[src/rtl/uart_echo_pkg.sv]
// rtl/uart_echo_pkg.sv - shared constants, FSM state type and byte transform for the UART echo buffer
//
// Purpose : mode encodings, CR/LF characters, Tx FSM state enum and the
//           combinational case transform applied when a byte is loaded for Tx.
// Ports   : none (package).
package uart_echo_pkg;

   localparam logic [1:0] MODE_PASS   = 2'd0;
   localparam logic [1:0] MODE_TOGGLE = 2'd1;
   localparam logic [1:0] MODE_UPPER  = 2'd2;
   localparam logic [1:0] MODE_LOWER  = 2'd3;

   localparam logic [7:0] CHAR_CR = 8'h0D;
   localparam logic [7:0] CHAR_LF = 8'h0A;

   typedef enum logic [1:0] {
      ST_IDLE,
      ST_SEND,
      ST_WAIT
   } state_t;

   // Bit 5 is the ASCII case bit; only letters are touched, so CR/LF and all
   // other non-letters pass through unchanged in every mode.
   function automatic logic [7:0] transform(input logic [7:0] b, input logic [1:0] mode);
      logic       is_upper;
      logic       is_lower;
      logic [7:0] r;
      is_upper = (b >= 8'h41) && (b <= 8'h5A);
      is_lower = (b >= 8'h61) && (b <= 8'h7A);
      r        = b;
      case (mode)
         MODE_TOGGLE: if (is_upper || is_lower) r = b ^ 8'h20;
         MODE_UPPER:  if (is_lower)             r = b ^ 8'h20;
         MODE_LOWER:  if (is_upper)             r = b ^ 8'h20;
         default:                               r = b;
      endcase
      return r;
   endfunction

endpackage

[src/rtl/byte_fifo.sv]
// rtl/byte_fifo.sv - parametrised synchronous byte FIFO with level counter
//
// Purpose : DEPTH-entry byte queue; full/empty are derived from the level
//           counter, pointers wrap modulo DEPTH.
// Ports   : clk    in   clock, rising edge
//           rst    in   asynchronous active-high reset, empties the FIFO
//           push   in   write din (ignored when full)
//           din    in   byte to write
//           pop    in   discard head (ignored when empty)
//           head   out  oldest stored byte
//           level  out  occupancy, 0..DEPTH
//           full   out  level == DEPTH
//           empty  out  level == 0
module byte_fifo #(
   parameter  int DEPTH  = 16,
   localparam int ADDR_W = $clog2(DEPTH)
) (
   input  logic              clk,
   input  logic              rst,
   input  logic              push,
   input  logic [7:0]        din,
   input  logic              pop,
   output logic [7:0]        head,
   output logic [ADDR_W:0]   level,
   output logic              full,
   output logic              empty
);

   logic [7:0]        mem [DEPTH];
   logic [ADDR_W-1:0] wr_ptr;
   logic [ADDR_W-1:0] rd_ptr;
   logic              do_push;
   logic              do_pop;

   assign full    = (level == (ADDR_W+1)'(DEPTH));
   assign empty   = (level == '0);
   assign do_push = push && !full;
   assign do_pop  = pop && !empty;
   assign head    = mem[rd_ptr];

   always_ff @(posedge clk or posedge rst) begin
      if (rst) begin
         wr_ptr <= '0;
         rd_ptr <= '0;
         level  <= '0;
      end else begin
         if (do_push) wr_ptr <= wr_ptr + 1'b1;
         if (do_pop)  rd_ptr <= rd_ptr + 1'b1;
         case ({do_push, do_pop})
            2'b10:   level <= level + 1'b1;
            2'b01:   level <= level - 1'b1;
            default: level <= level;
         endcase
      end
   end

   // Storage needs no reset: the pointers and level define what is valid.
   always_ff @(posedge clk) begin
      if (do_push) mem[wr_ptr] <= din;
   end

endmodule

[src/rtl/uart_echo_buffer.sv]
// rtl/uart_echo_buffer.sv - buffered UART echo path with case transform and CR->CRLF expansion
//
// Purpose : queues received bytes, transforms them per ipMode at load time and
//           hands them to the UART transmitter via the Send/Busy handshake.
// Ports   : ipClk        in   clock, rising edge
//           ipReset      in   asynchronous active-high reset
//           ipRxData     in   received byte
//           ipRxValid    in   one-cycle strobe for ipRxData
//           ipMode       in   transform mode, sampled on each Tx load
//           opTxData     out  byte to transmitter, stable while in SEND
//           opTxSend     out  send request
//           ipTxBusy     in   transmitter busy
//           opLevel      out  FIFO occupancy (a CR awaiting its LF still counts)
//           opOverflow   out  sticky dropped-byte flag
//           opDropCount  out  saturating dropped-byte count
module uart_echo_buffer #(
   parameter  int DEPTH       = 16,
   parameter  int CRLF_EXPAND = 1,
   parameter  int DROP_W      = 8,
   localparam int ADDR_W      = $clog2(DEPTH)
) (
   input  logic              ipClk,
   input  logic              ipReset,
   input  logic [7:0]        ipRxData,
   input  logic              ipRxValid,
   input  logic [1:0]        ipMode,
   output logic [7:0]        opTxData,
   output logic              opTxSend,
   input  logic              ipTxBusy,
   output logic [ADDR_W:0]   opLevel,
   output logic              opOverflow,
   output logic [DROP_W-1:0] opDropCount
);

   import uart_echo_pkg::*;

   state_t     state;
   logic       lf_pending;
   logic [7:0] head;
   logic       fifo_full;
   logic       fifo_empty;
   logic       head_is_cr;
   logic       load_lf;
   logic       load_head;
   logic       pop;

   byte_fifo #(.DEPTH(DEPTH)) u_fifo (
      .clk   (ipClk),
      .rst   (ipReset),
      .push  (ipRxValid && !fifo_full),
      .din   (ipRxData),
      .pop   (pop),
      .head  (head),
      .level (opLevel),
      .full  (fifo_full),
      .empty (fifo_empty)
   );

   assign head_is_cr = (CRLF_EXPAND != 0) && (head == CHAR_CR);
   assign load_lf    = (state == ST_IDLE) && lf_pending;
   assign load_head  = (state == ST_IDLE) && !lf_pending && !fifo_empty && !ipTxBusy;
   // A CR being expanded stays in the FIFO until its LF is loaded.
   assign pop        = load_lf || (load_head && !head_is_cr);

   // Full is the registered level, so a push while full is dropped even if
   // a pop frees a slot on the same edge.
   always_ff @(posedge ipClk or posedge ipReset) begin
      if (ipReset) begin
         opOverflow  <= 1'b0;
         opDropCount <= '0;
      end else if (ipRxValid && fifo_full) begin
         opOverflow <= 1'b1;
         if (opDropCount != '1) opDropCount <= opDropCount + 1'b1;
      end
   end

   always_ff @(posedge ipClk or posedge ipReset) begin
      if (ipReset) begin
         state      <= ST_IDLE;
         opTxData   <= '0;
         opTxSend   <= 1'b0;
         lf_pending <= 1'b0;
      end else begin
         case (state)
            ST_IDLE: begin
               if (load_lf) begin
                  opTxData   <= CHAR_LF;
                  lf_pending <= 1'b0;
                  opTxSend   <= 1'b1;
                  state      <= ST_SEND;
               end else if (load_head) begin
                  opTxData   <= transform(head, ipMode);
                  lf_pending <= head_is_cr;
                  opTxSend   <= 1'b1;
                  state      <= ST_SEND;
               end
            end
            ST_SEND: begin
               if (ipTxBusy) begin
                  opTxSend <= 1'b0;
                  state    <= ST_WAIT;
               end
            end
            ST_WAIT: begin
               if (!ipTxBusy) state <= ST_IDLE;
            end
            default: state <= ST_IDLE;
         endcase
      end
   end

endmodule
[config.mk]
export PLATFORM = sky130hd
export DESIGN_NAME = uart_echo_buffer
export DESIGN_NICKNAME = d
export VERILOG_FILES = /design/src/rtl/uart_echo_pkg.sv /design/src/rtl/byte_fifo.sv /design/src/rtl/uart_echo_buffer.sv
export SDC_FILE = /design/constraint.sdc
export NUM_CORES = 1
export LEC_CHECK = 0
export CAP_MARGIN = 10
export CORE_MARGIN = 2
export CORE_UTILIZATION = 40
export DETAILED_ROUTE_END_ITERATION = 10
export SYNTH_ARGS = -nofsm -noshare
export SYNTH_HDL_FRONTEND = slang
export SYNTH_HIERARCHICAL = 1
export SYNTH_SLANG_ARGS = --single-unit
[constraint.sdc]
create_clock -name ipClk -period 3.77 [get_ports ipClk]
set_input_delay 0.754 -clock ipClk [delete_from_list [all_inputs] [get_ports ipClk]]
set_output_delay 0.754 -clock ipClk [all_outputs]
set_load 0.005 [all_outputs]
-- After elaboration in Yosys (flattened, before gate mapping)
Memory sizes are Yosys's and may differ from the RTL's.
Cells that the tools add are included.
- output and inout port bits: 23
- register bits: 34
- bits in writable memories: 128
- memories kept: 1
- memories (name ; depth ; bits a word ; read ports ; clocked after memory_dff ; write ports ; line ; text):
    u_fifo.mem ; 16 ; 8 ; 1 ; 0 ; 1 ; byte_fifo.sv:29 ; logic [7:0] mem [DEPTH];
- $add $sub $neg: 5
- muxes and demuxes: 20
- reductions and logical operators: 27
- order comparisons: 4
- eq/ne operators: 13
- bitwise gates (word level): 1
- operator list (operator ; count):
    $mux W6 ; 3
    $pmux W6 S3 ; 1
    $ge A8 B7 Y1 const B ; 2
    $le A8 B7 Y1 const B ; 2
    $mux W8 ; 2
    $logic_and A1 B1 Y1 ; 11
    $pmux W5 S2 ; 1
    $add A4 B1 Y4 const B ; 2
    $add A8 B1 Y8 const B ; 1
    $eq A2 B2 Y1 const B ; 4
    $eq A8 B4 Y1 const B ; 1
    $mux W2 ; 4
    $ne A8 B8 Y1 const B ; 1
    $mux W1 ; 7
    $eq A2 B1 Y1 const B ; 3
    $pmux W2 S3 ; 1
    $reduce_and A3 Y1 ; 2
    $reduce_bool A2 Y1 ; 3
    $add A5 B1 Y5 const B ; 1
    $eq A5 B5 Y1 const B ; 1
    $logic_not A1 Y1 ; 5
    $logic_not A5 Y1 ; 1
    $sub A5 B1 Y5 const B ; 1
    $ne A2 B2 Y1 const B ; 2
    other kinds (6) ; 8

-- Depth between registers and ports, before layout
Gate-level depths: netlist of the first run.
- depth after elaboration: 9
- mapped depth: 21
- depth with buffers taken out: 18

-- Cells and area by module
Netlist of the first run, hierarchy kept.
- modules (own cells, without submodules) (module ; area each (um^2) ; instances ; cells each):
    byte_fifo ; 5789.3 ; 1 ; 333
    uart_echo_buffer ; 979.7 ; 1 ; 87

-- Worst setup path after synthesis of the first run
Ideal clock, no wire load.
- kind: flip-flop to flip-flop
- start point: register u_fifo.rd_ptr[0]
- end point: register u_fifo.level[4]
- setup time: 0.124 ns
- stages on the path, launching flop included: 19
- setup slack: 0.156 ns
- data arrival time: 3.490 ns
- path through: dfrtp_1 > buf_6 > buf_6 > mux4_2 > a22oi_1 > nand2_1 > and4b_1 > nand3_1 > a21oi_1 > nor2_1 > nor2b_1 > buf_6 > ha_1 > ha_1 > nor2b_1 > o21ai_0 > a21oi_1 > or3b_1 > xnor2_1
- longest elaborated chain between the ends: 8
- elaborated cells between the ends (all ways): 10
- RTL lines (item ; line ; text):
    start, declared ; byte_fifo.sv:31 ; logic [ADDR_W-1:0] rd_ptr;
    start signal, assigned ; byte_fifo.sv:48 ; if (do_pop) rd_ptr <= rd_ptr + 1'b1;
    $mem_v2 Z16 W8 * ; -- ;
    net head[5] ; uart_echo_buffer.sv:39 ; logic [7:0] head;
    $eq A8 B4 Y1 * ; uart_echo_buffer.sv:59 ; assign head_is_cr = (CRLF_EXPAND != 0) && (head == CHAR_CR);
    $logic_not A1 Y1 * ; uart_echo_buffer.sv:63 ; assign pop = load_lf || (load_head && !head_is_cr);
    $logic_and A1 B1 Y1 * ; uart_echo_buffer.sv:63 ;
    $logic_or A1 B1 Y1 * ; uart_echo_buffer.sv:63 ;
    net pop ; uart_echo_buffer.sv:45 ; logic pop;
    $logic_and A1 B1 Y1 * ; byte_fifo.sv:38 ; assign do_pop = pop && !empty;
    net u_fifo.do_pop ; byte_fifo.sv:33 ; logic do_pop;
    $eq A2 B1 Y1 or $eq A2 B2 Y1 (tied branches) ; byte_fifo.sv:49 ; case ({do_push, do_pop})
    $pmux W5 S2 or $reduce_bool A2 Y1 (tied branches) ; -- ;
    end signal, assigned ; byte_fifo.sv:50 ; 2'b10: level <= level + 1'b1;
    end signal, assigned ; byte_fifo.sv:51 ; 2'b01: level <= level - 1'b1;
    end signal, assigned ; byte_fifo.sv:52 ; default: level <= level;
    end, declared ; byte_fifo.sv:24 ; output logic [ADDR_W:0] level,
The timed path passes the listed nets; every way through them passes the cells marked *.
A chain may end at the register's enable or synchronous reset.

-- Final worst setup path of the first run
- start point: register u_fifo.rd_ptr[0]
- end point: register u_fifo.level[4]
- longest elaborated chain between the ends: 8
- elaborated cells between the ends (all ways): 10
- RTL lines (item ; line):
    $mem_v2 Z16 W8 * ; --
    net head[0] ; uart_echo_buffer.sv:39
    $eq A8 B4 Y1 * ; uart_echo_buffer.sv:59
    $logic_not A1 Y1 * ; uart_echo_buffer.sv:63
    $logic_and A1 B1 Y1 * ; uart_echo_buffer.sv:63
    $logic_or A1 B1 Y1 * ; uart_echo_buffer.sv:63
    net pop ; uart_echo_buffer.sv:45
    $logic_and A1 B1 Y1 * ; byte_fifo.sv:38
    $eq A2 B1 Y1 or $eq A2 B2 Y1 (tied branches) ; byte_fifo.sv:49
    $pmux W5 S2 or $reduce_bool A2 Y1 (tied branches) ; --
Marks and branches as above.

==> metrics.yaml, run 1 <==
job:
  cap_viol_max_count: 0
timing:
  slew_violations: 0
  max_slew_margin: 0.4118
  setup_viol: 0
  worst_slew_pin_slew_ps: 879.1
  setup_tns_ps: 0
  period_needed_ps: 3683
  hold_viol_final: 0
  timing.hold.ws_ps: 475.3
  clock.fmax_mhz: 271.5
  period_share: 0.9769
  skew_ps: 10.00
synthesis:
  synth_area_per_cell_um2: 16.12
  synth-seq-area-share: 0.6935
  synth_seq_cells: 162
  yosysUniqueCellTypes: 47
  synthCells: 420
  netlist_area_um2: 6769
  async_reset_ff_frac: 0.2099
  yosys_most_used_dff: "edfxtp_1"
  syn_nets: 445
  yosys_warnings: 6
  synth-edff-count: 128
route:
  drtPass1Iterations: 4
  ant_nets: 0
  route.detailed.drc: 0
  drt_iter0_drc: 265
  vias: 3882
  drt-total-wl_um: 14130
  via_per_inst: 5.267
  post_drt_wl_per_cell_um: 19.18
die:
  rows: 47
  die_area_um2: 17980
  start_util: 0.4082
  ios: 37
  core-area_um2: 16580
  die_y_um: 134.1
  die_w_um: 134.1
worst_setup_path:
  startpoint_type: "register"
  arrival_ps: 3990
  cp_max_fo: 8
  cp-endpoint: "u_fifo/level[4]$_DFFE_PP0P_"
  setup.worst_path.class: "reg -> reg"
  r2r-start: "u_fifo/rd_ptr[0]$_DFFE_PP0P_"
  r2r_cells: 18
  end_kind: "register"
  worstSetupStartpoint: "u_fifo/rd_ptr[0]$_DFFE_PP0P_"
  r2r-end: "u_fifo/level[4]$_DFFE_PP0P_"
  reg2reg_slack_ps: 90
  worstPathRequired_ps: 4080
min_path:
  hp-class: "reg -> reg"
pwr:
  leakage_nw: 3.062
  peakVddDrop_uv: 384.1
  cellPowerDensity_nw_per_um2: 809.3
global_routing:
  antenna_found_initial: 0
  grt_overflow: 0
  grt_max_degree: 22
  grt_pass1_wl_um: 21980
  grt_pass1_vias: 3825
  grt_util_all_layers: 0.1662
layout:
  n_antenna_cell: 0
  drive_gt1_frac: 0.2650
  nets: 530
  regArea_um2: 4696
  area_delta_synth_final_pct: 24.40
  multi_input_area_um2: 2017
  fillers: 1415
placed_design:
  gp_congestion: 0.7519
  dp_hpwl_um: 9054
  port_buffers: 36
outcome:
  status: "finished clean"
clock_network:
  cts_tree: "yes"
  cts-root-buf: "clkbuf_16"
  cts_buffers: 17
  clock_latency_ps: 430
  hold_buffers: 0
  cts_sinks: 162
  htreeDepth: 4
  clk_pin_slew_ps: 60
  clockBufferDepth: 2
==> metrics by stage <==
stage	worst slack (ps)	instances	utilization	instance area, µm²	power (mW)
after global placement	72.32	693	0.4575	7587	4.746
after detailed placement	-55.97	693	0.4575	7587	4.789
after CTS	5.197	734	0.5013	8313	6.663
after global routing	-23.34	737	0.5078	8421	7.177
final	87.13	737	0.5078	8421	6.815
after floorplan	156.0	420	-	6769	3.904
==> final cells by class <==
class	instances	share of cell area
Inverter	11	0.004903
Timing Repair Buffer	85	0.09985
Clock inverter	12	0.01397
Multi-Input combinational cell	228	0.2395
Tap cell	220	0.03269
Sequential cell	162	0.5577
Clock buffer	19	0.05141
==> worst min-delay path by stage <==
stage / startpoint / endpoint / depth (start not counted)
after floorplan: opOverflow$_DFFE_PP0P_ / opOverflow$_DFFE_PP0P_ / 1
final: opOverflow$_DFFE_PP0P_ / opOverflow$_DFFE_PP0P_ / 1
after global routing: opOverflow$_DFFE_PP0P_ / opOverflow$_DFFE_PP0P_ / 1
after detailed placement: opOverflow$_DFFE_PP0P_ / opOverflow$_DFFE_PP0P_ / 1
after CTS: opOverflow$_DFFE_PP0P_ / opOverflow$_DFFE_PP0P_ / 1
after global placement: opOverflow$_DFFE_PP0P_ / opOverflow$_DFFE_PP0P_ / 1
==> power breakdown <==
group | internal (mW) | switching (mW)
Combinational | 1.43 | 1.32
Sequential | 2.23 | 0.220
Clock | 0.959 | 0.660
Total | 4.61 | 2.20
==> metal layers <==
layer  share of wire  wire [µm]  GRT usage  vias to the layer above
met5               0          0          0                        -
met4           0.014        200    0.05789                        0
met3           0.045        643    0.03741                       14
met2            0.48       6813     0.2638                      112
met1            0.46       6474     0.2279                     1978
li1                -          -          -                     1778
==> cell families after synthesis <==
| kind of cell | count (synthesis) | share of synthesized area |
|---|---|---|
| simple gates | 79 | 0.05841 |
| mux | 51 | 0.1074 |
| compound gates | 69 | 0.06932 |
| fa+ha+maj | 11 | 0.02144 |
| flops | 162 | 0.6935 |
| xor+xnor | 18 | 0.02329 |
| buf+inv | 30 | 0.02662 |
==> critical path: stages (launching register included) <==
cell and delay [ps]:
dfrtp_2 450, buf_12 140, buf_12 140, mux4_2 520
a22oi_1 200, nand2_1 120, and4b_1 230, nand3_2 70
a21oi_2 40, nor2_1 110, nor2b_4 180, ha_4 150
inv_1 70, fa_2 360, nor2b_1 120, o21ai_1 90
nand3_1 100, or3b_1 360, xnor2_1 130
==> repair_timing <==
action	in CTS	in global routing
buffers inserted	8	4
gates resized for setup	8	26
gates cloned	2	0
pin swaps	4	15
setup endpoints to repair	1	2
==> cell usage after synthesis, types with 6 or more instances <==
library cell | n | area (µm²)
mux4_2 | 16 | 360.4
edfxtp_1 | 128 | 3844
nand2b_1 | 6 | 37.54
inv_1 | 11 | 41.29
xnor2_1 | 13 | 113.9
a22oi_1 | 8 | 60.06
mux2i_1 | 25 | 250.2
o21ai_0 | 22 | 110.1
nor2_1 | 18 | 67.56
nand3_1 | 6 | 30.03
dfrtp_1 | 34 | 850.8
buf_6 | 6 | 67.56
clkbuf_1 | 6 | 22.52
a22o_1 | 6 | 52.55
a21oi_1 | 14 | 70.07
a221oi_1 | 8 | 70.07
mux2_2 | 9 | 101.4
ha_1 | 10 | 125.1
nand2_1 | 24 | 90.09
==> registers in the layout, summed over array words and instances, names as in the netlist <==
name and count:
u_fifo/mem 128, opDropCount 8, opTxData 8, u_fifo/level 5, u_fifo/rd_ptr 4, u_fifo/wr_ptr 4, state 2, lf_pending 1
opOverflow 1, opTxSend 1
==> cells in the final DEF, fill, tap and decap left out, types with 3 or more instances in the layout <==
cell type          n
a221oi_2           5
edfxtp_1         128
nand2_1           18
ha_1               9
nand2b_1           6
a22o_1             6
clkdlybuf4s50_1   36
buf_12             7
nand2_2            7
nand3_1            5
nand4_1            3
clkinvlp_4         3
xnor2_1           13
xor2_1             5
clkbuf_16         17
buf_4             41
dfrtp_1           33
o21ai_1            5
mux2_2             9
nor2b_1            4
mux2i_1           24
clkinv_2           3
a22oi_2            7
clkinv_1           3
o21ai_0           18
a21oi_1           13
mux4_2            16
a221oi_1           3
inv_1             11
nor3_1             5
nor2_2             3
nor2_1            16
(Power assumes the default switching activity.)
==> inputs of run 2 (changes only) <==
--- a/config.mk
+++ b/config.mk
@@ -7,8 +7,9 @@
 export LEC_CHECK = 0
 export CAP_MARGIN = 10
 export CORE_MARGIN = 2
-export CORE_UTILIZATION = 40
+export CORE_UTILIZATION = 54
 export DETAILED_ROUTE_END_ITERATION = 10
+export PLACE_DENSITY = 0.76
 export SYNTH_ARGS = -nofsm -noshare
 export SYNTH_HDL_FRONTEND = slang
 export SYNTH_HIERARCHICAL = 1
==> metrics.yaml, run 2 (synthesis results as in run 1) <==
outcome:
  status: "finished with violations"  # was finished clean
  violations: "setup timing"
route:
  drt-total-wl_um: 14890  # was 14,130 µm
  drtPass1Iterations: 5  # was 4
  route.detailed.drc: 0  # unchanged
  post_drt_wl_per_cell_um: 21.36  # was 19.18 µm
  ant_nets: 0  # unchanged
  vias: 4065  # was 3,882
  via_per_inst: 5.832  # was 5.267
  drt_iter0_drc: 431  # was 265
layout:
  top_register: "u_fifo/mem"  # unchanged
  fillers: 782  # was 1,415
  area_delta_synth_final_pct: 27.54  # was 24.40%
  n_antenna_cell: 0  # unchanged
  final_common_cell: "edfxtp_1"  # unchanged
  reg_top3: "u_fifo/mem x128, opDropCount x8, opTxData x8"  # unchanged
  largest_reg_flops: 128  # unchanged
  drive_gt1_frac: 0.3176  # was 0.2650
  nets: 541  # was 530
  mostFrequentLayoutCells: "edfxtp_1, buf_4, clkdlybuf4s50_1"  # unchanged
  multi_input_area_um2: 2120  # was 2017 µm²
  regArea_um2: 4696  # unchanged
worst_setup_path:
  cpPeakStageDelay_ps: 530  # was 520 ps
  cp_max_fo: 6  # was 8
  arrival_ps: 4120  # was 3990 ps
  end_kind: "register"  # unchanged
  setup.worst_path.class: "reg -> reg"  # unchanged
  reg2reg_slack_ps: -40  # was 90 ps
  slowest_stage: "dfrtp_2"  # was mux4_2
  worstPathRequired_ps: 4080  # about the same
  cp_cell_sequence: "clkbuf_16 -> mux4_2 -> a22oi_1 -> nand2_1 -> and4b_1 -> nand3_2 -> a21oi_2 -> nor2_1 -> nor2b_4 -> ha_4 -> inv_4 -> fa_2 -> nor2b_2 -> o21ai_2 -> nand3_1 -> or3b_1 -> xnor2_1"  # was buf_12 -> buf_12 -> mux4_2 -> a22oi_1 -> nand2_1 -> and4b_1 -> nand3_2 -> a21oi_2 -> nor2_1 -> nor2b_4 -> ha_4 -> inv_1 -> fa_2 -> nor2b_1 -> o21ai_1 -> nand3_1 -> or3b_1 -> xnor2_1
  startpoint_type: "register"  # unchanged
clock_network:
  cts-root-buf: "clkbuf_16"  # unchanged
  cts_buffers: 17  # unchanged
  hold_buffers: 0  # unchanged
  clockBufferDepth: 2  # unchanged
  cts_tree: "yes"  # unchanged
  htreeDepth: 4  # unchanged
  clk_pin_slew_ps: 60  # about the same
  clock_latency_ps: 430  # about the same
  cts_sinks: 162  # unchanged
die:
  core-area_um2: 12110  # was 16,580 µm²
  start_util: 0.5589  # was 0.4082
  die_area_um2: 13450  # was 17,980 µm²
  die_y_um: 116.0  # was 134.1 µm
  die_w_um: 116.0  # was 134.1 µm
  ios: 37  # unchanged
  rows: 40  # was 47
job:
  cap_viol_max_count: 0  # unchanged
placed_design:
  gp_congestion: 0.8312  # was 0.7519
  dp_hpwl_um: 9035  # was 9054 µm
  port_buffers: 36  # unchanged
  dp_slack_ps: -16.28  # was -55.97 ps
global_routing:
  grt_pass1_vias: 3877  # was 3,825
  grt_pass1_wl_um: 21080  # was 21,980 µm
  grt_max_degree: 22  # unchanged
  grt_overflow: 0  # unchanged
  antenna_found_initial: 0  # unchanged
  grt_util_all_layers: 0.2174  # was 0.1662
timing:
  clock.fmax_mhz: 262.3  # was 271.5 MHz
  setup_viol: 1  # was 0
  period_share: 1.011  # was 0.9769
  worst_slew_pin_slew_ps: 901.2  # was 879.1 ps
  period_needed_ps: 3813  # was 3683 ps
  slew_violations: 0  # unchanged
  setup_tns_ps: -42.86  # was 0 ps
  max_slew_margin: 0.3970  # was 0.4118
  skew_ps: 8.912  # was 10.00 ps
  hold_viol_final: 0  # unchanged
  timing.hold.ws_ps: 463.9  # was 475.3 ps
  rsz0062_at_grt: "true"
  setup_ws_ps: -42.86  # was 87.13 ps
min_path:
  hp-class: "reg -> reg"  # unchanged
pwr:
  peakVddDrop_uv: 378.6  # was 384.1 µV
  cellPowerDensity_nw_per_um2: 843.5  # was 809.3 nW/µm²
  leakage_nw: 3.171  # was 3.062 nW
==> run 2: timing repair <==
item | in CTS | in global routing
setup endpoints to repair | 1 | 2
setup buffers | 0 | 17
pin swaps | 0 | 28
resized for setup | 5 | 64
gates cloned | 1 | 4
==> run 2: critical path: cells and delay by family (launching register included) <==
| kind | cells | cell delay (ps) |
|---|---|---|
| AO/OA/AOI/OAI | 3 | 390 |
| flip-flops | 1 | 530 |
| buffers and inverters | 2 | 250 |
| XOR/XNOR | 1 | 140 |
| AND/OR/NAND/NOR | 8 | 1290 |
| adder cells (fa/ha/maj) | 2 | 570 |
| multiplexers | 1 | 510 |
==> run 2: routing by layer <==
layer	share of wire	GRT usage	vias to the layer above	wire length [µm]
li1	-	-	1807	-
met1	0.41	0.2828	2046	6057
met2	0.51	0.3544	177	7557
met3	0.058	0.04759	35	861
met4	0.028	0.09921	0	410
met5	0	0	-	0
==> run 2: through the flow <==
stage	std cells	cell area (µm²)	util	power (mW)
global route	697	8633	0.7128	7.623
detailed placement	643	7525	0.6213	4.789
CTS	676	8187	0.6759	6.606
floorplan	420	6769	-	3.904
finish	697	8633	0.7128	7.282
global placement	643	7525	0.6213	4.718
==> run 2: final timing paths <==
kind,from,endpoint,depth (start not counted)
min,opOverflow$_DFFE_PP0P_,opOverflow$_DFFE_PP0P_,1
min in group asynchronous,ipReset,u_fifo/rd_ptr[2]$_DFFE_PP0P_,2
min reg2reg,opOverflow$_DFFE_PP0P_,opOverflow$_DFFE_PP0P_,1
max reg2reg,u_fifo/rd_ptr[0]$_DFFE_PP0P_,u_fifo/level[4]$_DFFE_PP0P_,17
max,u_fifo/rd_ptr[0]$_DFFE_PP0P_,u_fifo/level[4]$_DFFE_PP0P_,17
max in group asynchronous,ipReset,state[0]$_DFFE_PP0P_,2
==> run 2: power breakdown <==
part / switching (mW) / internal [mW]
Sequential: 0.229 / 2.23
Clock: 0.674 / 1.06
Combinational: 1.47 / 1.62
==> run 2: layout make-up <==
class                   count  area share
multi-input cells         228      0.2455
flip-flops and latches    162      0.5439
inverters                  11    0.005072
clock buffers              20     0.05174
well taps                 168     0.02435
clock inverters            12     0.01797
repair buffers             96      0.1114
